File: config.mk
export PLATFORM = sky130hd
export DESIGN_NAME = ks_adder_share_arbiter
export DESIGN_NICKNAME = d
export VERILOG_FILES = /design/src/rtl/ks_adder_share_arbiter.sv
export SDC_FILE = /design/constraint.sdc
export NUM_CORES = 1
export LEC_CHECK = 0
export CAP_MARGIN = 15
export CORE_MARGIN = 3
export CORE_UTILIZATION = 30
export CTS_CLUSTER_SIZE = 28
export DETAILED_ROUTE_END_ITERATION = 8
export DONT_BUFFER_PORTS = 1
export HOLD_SLACK_MARGIN = 0.05
export SYNTH_ARGS = -nofsm -noshare
export SYNTH_HDL_FRONTEND = slang
export SYNTH_SLANG_ARGS = --single-unit
File: constraint.sdc
create_clock -name clk -period 5.99 [get_ports clk]
set_input_delay 0.8985 -clock clk [delete_from_list [all_inputs] [get_ports clk]]
set_output_delay 0.8985 -clock clk [all_outputs]
set_load 0.02 [all_outputs]
File: src/rtl/ks_adder_share_arbiter.sv
// -----------------------------------------------------------------------------
// ks_adder_share_arbiter
//
// One 16-bit Kogge-Stone adder is shared by NUM_REQ requesters (for example
// the add/subtract lanes of an FFT butterfly). A round-robin arbiter grants at
// most one requester per cycle. The granted operands are steered into the
// adder, and the sum, carry-out and owner ID are captured in a single output
// register with valid/ready handshaking. With no consumer stall, the block
// sustains one addition per cycle.
//
// Ports:
//   clk        in   system clock, rising edge
//   rst_n      in   asynchronous active-low reset
//   req_valid  in   [NUM_REQ]               per-requester operand valid
//   req_ready  out  [NUM_REQ]               per-requester grant (one-hot or zero)
//   req_a      in   [NUM_REQ*DATA_WIDTH]    packed A operands, lane i at [i*16 +: 16]
//   req_b      in   [NUM_REQ*DATA_WIDTH]    packed B operands, same packing
//   req_cin    in   [NUM_REQ]               per-requester carry-in
//   rsp_valid  out                          result register holds a valid result
//   rsp_ready  in                           consumer accepts the result
//   rsp_id     out  [ID_WIDTH]              requester that owns the result
//   rsp_y      out  [DATA_WIDTH]            sum bits
//   rsp_cout   out                          carry-out
// -----------------------------------------------------------------------------

// -----------------------------------------------------------------------------
// kogge_stone_16bit
//
// 16-bit parallel-prefix adder with a log2(16) = 4 level Kogge-Stone
// generate/propagate tree.
//
// Ports:
//   A, B  in   16-bit operands
//   CIN   in   carry-in
//   Y     out  16-bit sum
//   COUT  out  carry-out (bit 16 of A + B + CIN)
// -----------------------------------------------------------------------------
module kogge_stone_16bit (
    input  logic [15:0] A,
    input  logic [15:0] B,
    input  logic        CIN,
    output logic [15:0] Y,
    output logic        COUT
);

    // Returns {carry_out, sum}. Level k combines each bit with the group that
    // sits 2^k bits below it. After four levels, g[i]/p[i] describe the whole
    // span [i:0]. The carry-in is then folded in once per bit position.
    function automatic logic [16:0] ks_sum(
        input logic [15:0] a,
        input logic [15:0] b,
        input logic        cin
    );
        logic [15:0] half_sum;
        logic [15:0] g;
        logic [15:0] p;
        logic [15:0] g_nxt;
        logic [15:0] p_nxt;
        logic [15:0] carry;
        logic        c_out;

        half_sum = a ^ b;
        g        = a & b;
        p        = half_sum;

        for (int lvl = 0; lvl < 4; lvl++) begin
            g_nxt = g;
            p_nxt = p;
            for (int i = (1 << lvl); i < 16; i++) begin
                g_nxt[i] = g[i] | (p[i] & g[i - (1 << lvl)]);
                p_nxt[i] = p[i] & p[i - (1 << lvl)];
            end
            g = g_nxt;
            p = p_nxt;
        end

        // carry[i] is the carry into bit i; it is produced by span [i-1:0].
        carry[0] = cin;
        for (int i = 1; i < 16; i++) begin
            carry[i] = g[i-1] | (p[i-1] & cin);
        end
        c_out = g[15] | (p[15] & cin);

        return {c_out, half_sum ^ carry};
    endfunction

    assign {COUT, Y} = ks_sum(A, B, CIN);

endmodule

module ks_adder_share_arbiter #(
    parameter int NUM_REQ    = 4,                 // number of requesters, >= 2
    parameter int DATA_WIDTH = 16,                // fixed to match the adder
    parameter int ID_WIDTH   = $clog2(NUM_REQ)    // requester ID width
) (
    input  logic                          clk,
    input  logic                          rst_n,
    input  logic [NUM_REQ-1:0]            req_valid,
    output logic [NUM_REQ-1:0]            req_ready,
    input  logic [NUM_REQ*DATA_WIDTH-1:0] req_a,
    input  logic [NUM_REQ*DATA_WIDTH-1:0] req_b,
    input  logic [NUM_REQ-1:0]            req_cin,
    output logic                          rsp_valid,
    input  logic                          rsp_ready,
    output logic [ID_WIDTH-1:0]           rsp_id,
    output logic [DATA_WIDTH-1:0]         rsp_y,
    output logic                          rsp_cout
);

    // Round-robin pointer: the requester with the highest priority next.
    logic [ID_WIDTH-1:0]   ptr;

    logic                  can_accept;
    logic                  grant_found;
    logic [ID_WIDTH-1:0]   grant_idx;
    int                    cand;
    logic                  transfer;
    logic [ID_WIDTH-1:0]   ptr_nxt;

    logic [DATA_WIDTH-1:0] add_a;
    logic [DATA_WIDTH-1:0] add_b;
    logic                  add_cin;
    logic [DATA_WIDTH-1:0] add_y;
    logic                  add_cout;

    // The output register can take a new result when it is empty, or when its
    // current result leaves this same cycle. That allows a drain and a new
    // grant on one edge, with no bubble.
    assign can_accept = !rsp_valid || rsp_ready;

    // Find the first valid requester at or above the pointer, wrapping around.
    // The candidate index is always reduced into 0..NUM_REQ-1, so the grant
    // never refers to a nonexistent requester.
    always_comb begin
        // NOTE: every always_comb output gets a default first so no path
        // leaves it unassigned, which would infer a latch.
        grant_found = 1'b0;
        grant_idx   = '0;
        cand        = 0;
        for (int off = 0; off < NUM_REQ; off++) begin
            cand = int'(ptr) + off;
            if (cand >= NUM_REQ) begin
                cand = cand - NUM_REQ;
            end
            if (!grant_found && req_valid[cand]) begin
                grant_found = 1'b1;
                grant_idx   = ID_WIDTH'(cand);
            end
        end
    end

    // Grant decode and operand steering. req_ready is gated by rst_n so that
    // no requester sees an accept while the block is held in reset.
    always_comb begin
        req_ready = '0;
        add_a     = '0;
        add_b     = '0;
        add_cin   = 1'b0;
        for (int i = 0; i < NUM_REQ; i++) begin
            if (grant_found && grant_idx == ID_WIDTH'(i)) begin
                req_ready[i] = can_accept && rst_n;
                add_a        = req_a[i*DATA_WIDTH +: DATA_WIDTH];
                add_b        = req_b[i*DATA_WIDTH +: DATA_WIDTH];
                add_cin      = req_cin[i];
            end
        end
    end

    // req_ready is only raised for a valid requester, so any grant is a transfer.
    assign transfer = |req_ready;

    // The pointer moves to the requester after the winner. It wraps at
    // NUM_REQ, not at 2^ID_WIDTH.
    assign ptr_nxt = (grant_idx == ID_WIDTH'(NUM_REQ - 1)) ? '0
                                                           : grant_idx + ID_WIDTH'(1);

    kogge_stone_16bit u_adder (
        .A    (add_a),
        .B    (add_b),
        .CIN  (add_cin),
        .Y    (add_y),
        .COUT (add_cout)
    );

    // Output register and pointer. The data fields are reset as well, so the
    // output after reset is a defined zero and not whatever the flops held.
    // This is a handful of flops, not a memory array.
    always_ff @(posedge clk or negedge rst_n) begin
        if (!rst_n) begin
            rsp_valid <= 1'b0;
            rsp_y     <= '0;
            rsp_cout  <= 1'b0;
            rsp_id    <= '0;
            ptr       <= '0;
        end else if (transfer) begin
            // NOTE: sequential state uses non-blocking assignments so all
            // registers update together from pre-edge values.
            rsp_valid <= 1'b1;
            rsp_y     <= add_y;
            rsp_cout  <= add_cout;
            rsp_id    <= grant_idx;
            ptr       <= ptr_nxt;
        end else if (rsp_ready) begin
            // Drain with nothing new: only the valid flag drops; data holds.
            rsp_valid <= 1'b0;
        end
    end

endmodule

==> results.md, run 1 <==
* Post-synthesis net count at 560
* Required @ worst endpoint at 6.15 ns
* Sequential share of the synthesized area at 0.200
* CTS tree: yes
* Crit-path max FO at 13
* Drc violations at 0
* Final Net Count at 546
* Max cap viols at 0
* Final Slew Violations at 0
* Yosys cell types at 46
* Io pins at 163
* Final Hold Viols at 0
* Fin crit period at 5.06 ns
* F_max at 198 MHz
* Post-synth EDFFs at 0
* 1st-iter DRT viols at 141
* Area occupied by multi-input gates at 2070 sq um
* Vias in the first global route at 2832
* Row cnt at 34
* Worst Hold Class: in2async
* Mapped cell area at 2750 sq um
* Setup bufs post-CTS at 0
* Grt total ovfl at 0
* CP arrival at 5.21 ns
* Synthesized area per cell at 6.87 sq um
* Max VDD drop at 0.239 mV
* Setup TNS at 0 ns
* Main synth FF type: dfrtp_1
* Crit path kind: in2reg
* Crit-path slowest cell: and2_1
* Fill cell count at 950
* Chip height at 102 um
* Router iterations before antenna repair at 4
* Most common cell after layout, fill and taps aside: nand2_1
* Hold slack at 0.322 ns
* P_leak at 1.26 nW
* Relative slew slack at 0.522
* Async SR Flop Fraction at 1.00
* CP cell instances: nand2_1 > and3_1 > a311oi_1 > ha_1 > and2_1 > buf_4 > a22oi_1 > nand2_1 > o21ai_0 > o21ai_0 > ha_1 > a21oi_1 > o221a_2 > o21ai_0 > o31a_1 > or4_1 > a31o_1
* DR vias at 2900
* H-tree depth at 1
* Gpl congestion at 0.887
* Storage cell area at 551 sq um
* Design Area, Final at 2920 sq um
* Initial Utilization at 0.312
* CTS Hold Bufs at 0
* Root buf cell: clkbuf_8
* Final Cycle Share at 0.844
* Number of diodes at 0
* Die Area at 10300 sq um
* Setup violators final at 0
* Crit-path most repeated cell: o21ai_0
* Largest net degree at the start of global routing at 43
* Status: complete, no violations
* Setup WS pre-CTS at 0.702 ns
* Area grow syn2layout at 6.05%
* Slowest stage delay, CP at 0.58 ns
* Core ar. at 8810 sq um
* CTS Buf Count at 3
* Width of the die at 102 um
* Initial antenna violation count at 0
* Power density over cell area at 726 nW/um^2
* # clock sinks at 22
* Post-DP Area at 2830 sq um
* CP startpoint kind: input pin
* DP Cell Count at 488
* Vias per cell at 5.88
* Detailed Place HPWL at 7510 um
* Final Skew at 0.00108 ns
* Clk slew on worst S/H paths at 0.08 ns
* Yosys reg bits at 22
* First-pass GRT wire length at 14100 um
* Worst-Margin Slew at 0.709 ns
* Avg WL per Cell at 18.4 um
* Crit. End Element: flip-flop
* Cells after Synth at 400
* Share of layout cells above drive strength 1 at 0.0468
* Max Buffers Root-to-Sink at 2
* PortBufs at 0
* Setup slack after layout at 0.932 ns
* Final instance count without filler cells at 493
* Synth warn at 0
* GRT Util Overall at 0.170
* Most frequent cells in the layout: nand2_1 (97), o21ai_0 (83), a22oi_1 (30)
* Antenna violation net count after detailed routing at 0
* PostCTS Resize Cnt at 0
* Post-Route WL at 9050 um
* Worst skew pair latency at 0.26 ns
* RSZ-0062 raised after global routing: false
==> layout make-up <==
type / instances / share of cell area
Timing Repair Buffer: 7 / 0.0249
Multi-Input combinational cell: 344 / 0.711
Tap cell: 108 / 0.0464
Inverter: 8 / 0.0103
Sequential cell: 22 / 0.189
Clock buffer: 4 / 0.0189
==> worst max-delay path: cells and delay by family <==
family,cells,cell delay (ns)
adder cells (fa/ha/maj),2,0.66
AO/OA/AOI/OAI,9,2.09
AND/OR/NAND/NOR,5,1.27
buffers and inverters,1,0.30
==> flip-flops by register name (all words and copies together), names as in the netlist <==
register	cells
rsp_y	16
ptr	2
rsp_id	2
rsp_cout	1
rsp_valid	1
==> synthesized netlist by cell type (2+ instances only) <==
master | n | area (sq um)
inv_1 | 8 | 30.0
nor2b_1 | 2 | 12.5
a222oi_1 | 2 | 20.0
nor3_1 | 6 | 30.0
o2111ai_1 | 2 | 17.5
a22oi_1 | 30 | 225
o21a_1 | 3 | 22.5
o21ai_0 | 83 | 415
nand2b_1 | 3 | 18.8
and3_1 | 4 | 25.0
ha_1 | 20 | 250
xor2_1 | 7 | 61.3
clkbuf_1 | 25 | 93.8
nor3b_1 | 4 | 30.0
a211oi_1 | 4 | 30.0
a21o_1 | 6 | 45.0
a21oi_1 | 12 | 60.1
dfrtp_1 | 22 | 551
and2_1 | 4 | 25.0
nor4_1 | 4 | 25.0
o31a_1 | 2 | 17.5
a31oi_1 | 4 | 25.0
a311oi_1 | 2 | 17.5
a211o_1 | 2 | 17.5
nand3_1 | 3 | 15.0
xnor2_1 | 6 | 52.6
o31ai_1 | 5 | 37.5
and4_1 | 2 | 17.5
nand2_1 | 98 | 368
nor2_1 | 9 | 33.8
==> metal layers <==
metal,global-route usage,up-vias,part of all wire
met5,0,-,0
met4,0.0501,0,0.021
met3,0.0241,11,0.076
met2,0.272,134,0.46
met1,0.238,1318,0.45
li1,-,1437,-
==> report_power, final <==
group	internal (mW)	switching, mW
Combinational	0.627	1.03
Sequential	0.222	0.130
Clock	0.0586	0.0484
Total	0.907	1.21
==> path summary, 6_finish.rpt <==
kind / start / to / slack (ns) / cells past startpoint
worst max-delay path: req_valid[3] / rsp_y[15] / 0.93 / 17
worst min-delay path: rst_n / rsp_id[1] / 0.32 / 0
worst max register to register: ptr[1] / rsp_y[15] / 0.97 / 17
worst min register to register: ptr[1] / ptr[1] / 0.58 / 2
max in group asynchronous: rst_n / rsp_y[8] / 5.59 / 0
min in group clk: ptr[1] / ptr[1] / 0.58 / 2
==> through the flow <==
step	util	power (mW)
after global placement	0.322	1.98
after detailed placement	0.322	2.00
final	0.331	2.12
after floorplan	-	1.58
after global routing	0.331	2.38
after CTS	0.328	2.12
==> cell families after synthesis <==
group | Yosys count | share of synthesized area
compound gates | 164 | 0.367
fa+ha+maj | 21 | 0.0983
simple gates | 146 | 0.244
flops | 22 | 0.200
buf+inv | 34 | 0.0492
xor+xnor | 13 | 0.0414
Note: power is estimated with default switching activity, not from simulation.
==> run 2: changes to the inputs <==
==> constraint.sdc (replaced) <==
create_clock -name clk -period 4.7 [get_ports clk]
set_input_delay 0.705 -clock clk [delete_from_list [all_inputs] [get_ports clk]]
set_output_delay 0.705 -clock clk [all_outputs]
set_load 0.02 [all_outputs]
==> run 2 against run 1 <==
Flip-flop and latch count did not move. Clock skew up 0.0033 ns. Highest routed layer unchanged. Clock power grew 27%. Clock-buffer cell count unchanged. Total power grew 35%.
==> results.md, run 2 (same netlist as run 1, synthesis figures left out) <==
* Post-DP Area at 2970 sq um (+4.8%)
* F_max at 226 MHz
* Setup TNS at 0 ns (unchanged)
* Router iterations before antenna repair at 4 (unchanged)
* Initial antenna violation count at 0 (unchanged)
* Vias per cell at 5.77 (-1.9%)
* CP startpoint kind: flip-flop
* Row cnt at 34 (unchanged)
* Top flop regs: rsp_y x16, ptr x2, rsp_id x2
* Antenna violation net count after detailed routing at 0 (unchanged)
* Area grow syn2layout at 11.2%
* Fill cell count at 937 (-1.4%)
* Chip height at 102 um (unchanged)
* GRT Util Overall at 0.172 (+0.00165)
* Reg2reg start: ptr[1]
* Vias in the first global route at 2795 (-1.3%)
* Hold slack at 0.129 ns (-0.193 ns)
* Number of diodes at 0 (unchanged)
* Share of layout cells above drive strength 1 at 0.0829 (+0.0362)
* Fin crit period at 4.43 ns
* RSZ-0062 raised after global routing: false
* Worst skew pair latency at 0.26 ns (about the same)
* CTS Buf Count at 3 (unchanged)
* Final Skew at 0.00440 ns (+0.00332 ns)
* 1st-iter DRT viols at 139 (-1.4%)
* Post-Route Utilization at 0.347 (+0.0162)
* Status: complete, no violations
* Crit. End Element: flip-flop
* Io pins at 163 (unchanged)
* P_leak at 1.34 nW (+5.6%)
* Comb pwr share at 0.796 (+0.013)
* Crit-path slowest cell: dfrtp_1
* # clock sinks at 22 (unchanged)
* Crit Reg-Reg Endpoint: rsp_y[15]
* Root buf cell: clkbuf_8
* Post-Route WL at 9340 um (+3.2%)
* Worst-Margin Slew at 0.665 ns (-0.0439 ns)
* Max VDD drop at 0.267 mV (+12%)
* NetSw at 1.60 mW (+32%)
* Clk slew on worst S/H paths at 0.08 ns (about the same)
* Largest Register: rsp_y
* Reg2reg path depth at 19 (+2)
* Max cap viols at 0 (unchanged)
* Required @ worst endpoint at 4.86 ns (-1.29 ns)
* Gpl congestion at 0.965 (+8.8%)
* Cell Int Power at 1.25 mW (+38%)
* Setup violators final at 0 (unchanged)
* Grt total ovfl at 0 (unchanged)
* Switching share of power at 0.561 (-0.0110)
* PortBufs at 0 (unchanged)
* Most frequent cells in the layout: nand2_1 (97), o21ai_0 (83), a22oi_1 (30)
* Crit-path max FO at 16 (+3)
* Die Area at 10300 sq um (unchanged)
* Core ar. at 8810 sq um (unchanged)
* Max Buffers Root-to-Sink at 2 (unchanged)
* Power density over cell area at 934 nW/um^2 (+29%)
* Worst Hold Class: in2async
* First-pass GRT wire length at 14200 um (+0.74%)
* Area occupied by multi-input gates at 2090 sq um (+0.72%)
* CTS tree: yes
* CP cell instances: nand2b_1 > and3_1 > a311oi_2 > inv_1 > ha_1 > nor3b_4 > buf_12 > buf_4 > a22oi_1 > nand2_1 > o21ai_0 > o21ai_0 > ha_1 > and2_1 > o31ai_1 > o21ai_0 > o31a_1 > or4_1 > a31o_1
* Slowest stage delay, CP at 0.45 ns (-0.13 ns)
* Most common cell after layout, fill and taps aside: nand2_1
* Reg power frac at 0.157 (-0.009)
* H-tree depth at 1 (unchanged)
* Relative slew slack at 0.556 (+0.0333)
* Clock network power share at 0.048 (-0.003)
* Crit-path most repeated cell: o21ai_0
* Width of the die at 102 um (unchanged)
* Final Cycle Share at 0.942
* CP arrival at 4.59 ns (-0.62 ns)
* Storage cell area at 551 sq um (unchanged)
* Final Net Count at 559 (+2.4%)
* Reg-to-reg slack, setup at 0.27 ns (-0.70 ns)
* Initial Utilization at 0.312 (unchanged)
* Final Slew Violations at 0 (unchanged)
* Avg WL per Cell at 18.5 um (+0.54%)
* Design Area, Final at 3060 sq um (+4.9%)
* Drc violations at 0 (unchanged)
* Max FFs per register at 16 (unchanged)
* Largest net degree at the start of global routing at 53 (+23%)
* Detailed Place HPWL at 7690 um (+2.4%)
* DR vias at 2921 (+0.72%)
* Crit path kind: reg2reg
* CTS Hold Bufs at 0 (unchanged)
* Final Hold Viols at 0 (unchanged)
-- run 2: changes by cell type in the layout (fill, tap and decap cells not counted), sizes merged --
| cell | previous run | this run |
|---|---|---|
| buf | 7 | 20 |
-- run 2: worst max path at each step --
stage / cells after the start / from / slack (ns) / to
floorplan: 18 / req_valid[3] / 0.27 / rsp_y[15]
global placement: 16 / req_valid[3] / -0.23 / rsp_y[15]
detailed placement: 16 / req_valid[3] / -0.31 / rsp_y[15]
CTS: 18 / ptr[1] / 0.21 / rsp_y[15]
global route: 19 / ptr[1] / 0.003 / rsp_y[15]
finish: 19 / ptr[1] / 0.27 / rsp_y[15]
-- run 2: per-layer routing --
metal	vias up	part of all wire	wire, um	GRT usage
met4	0	0.0025	23	0.0225
li1	1458	-	-	-
met1	1316	0.44	4140	0.237
met2	145	0.47	4350	0.284
met5	-	0	0	0
met3	2	0.088	819	0.0351
-- run 2: layout make-up --
| class | instances | share of cell area |
|---|---|---|
| multi-input combinational | 344 | 0.682 |
| sequential | 22 | 0.180 |
| timing repair buffer | 20 | 0.0655 |
| tap | 108 | 0.0442 |
| clock buffer | 4 | 0.0180 |
| inverter | 8 | 0.00982 |
-- run 2: power by group through the flow --
stage               Clock, mW  Combinational [mW]  Sequential (mW)
global route            0.145                2.56            0.462
finish                  0.136                2.27            0.447
CTS                     0.135                2.24            0.449
global placement            0                2.24            0.451
detailed placement          0                2.23            0.452
floorplan                   0                1.58            0.428
-- run 2: per-stage QoR --
stage	std cells	power (mW)	setup slack, ns
4_1_cts	505	2.83	0.208
5_1_grt	506	3.17	0.00294
2_1_floorplan	400	2.01	0.267
3_5_place_dp	501	2.68	-0.308
3_3_place_gp	501	2.69	-0.230
6_report	506	2.86	0.271
-- run 2: worst max-delay path: cells and delay by family (launching register included) --
kind,cells,cell delay (ns)
AO/OA/AOI/OAI,8,1.77
AND/OR/NAND/NOR,6,1.22
adder cells (fa/ha/maj),2,0.50
flip-flops,1,0.45
buffers and inverters,3,0.40
-- run 2: timing repair --
action                     CTS  global route
buffers inserted             0             1
hold endpoints to repair     0             0
setup endpoints to repair    1             4
gates resized for setup      1             2
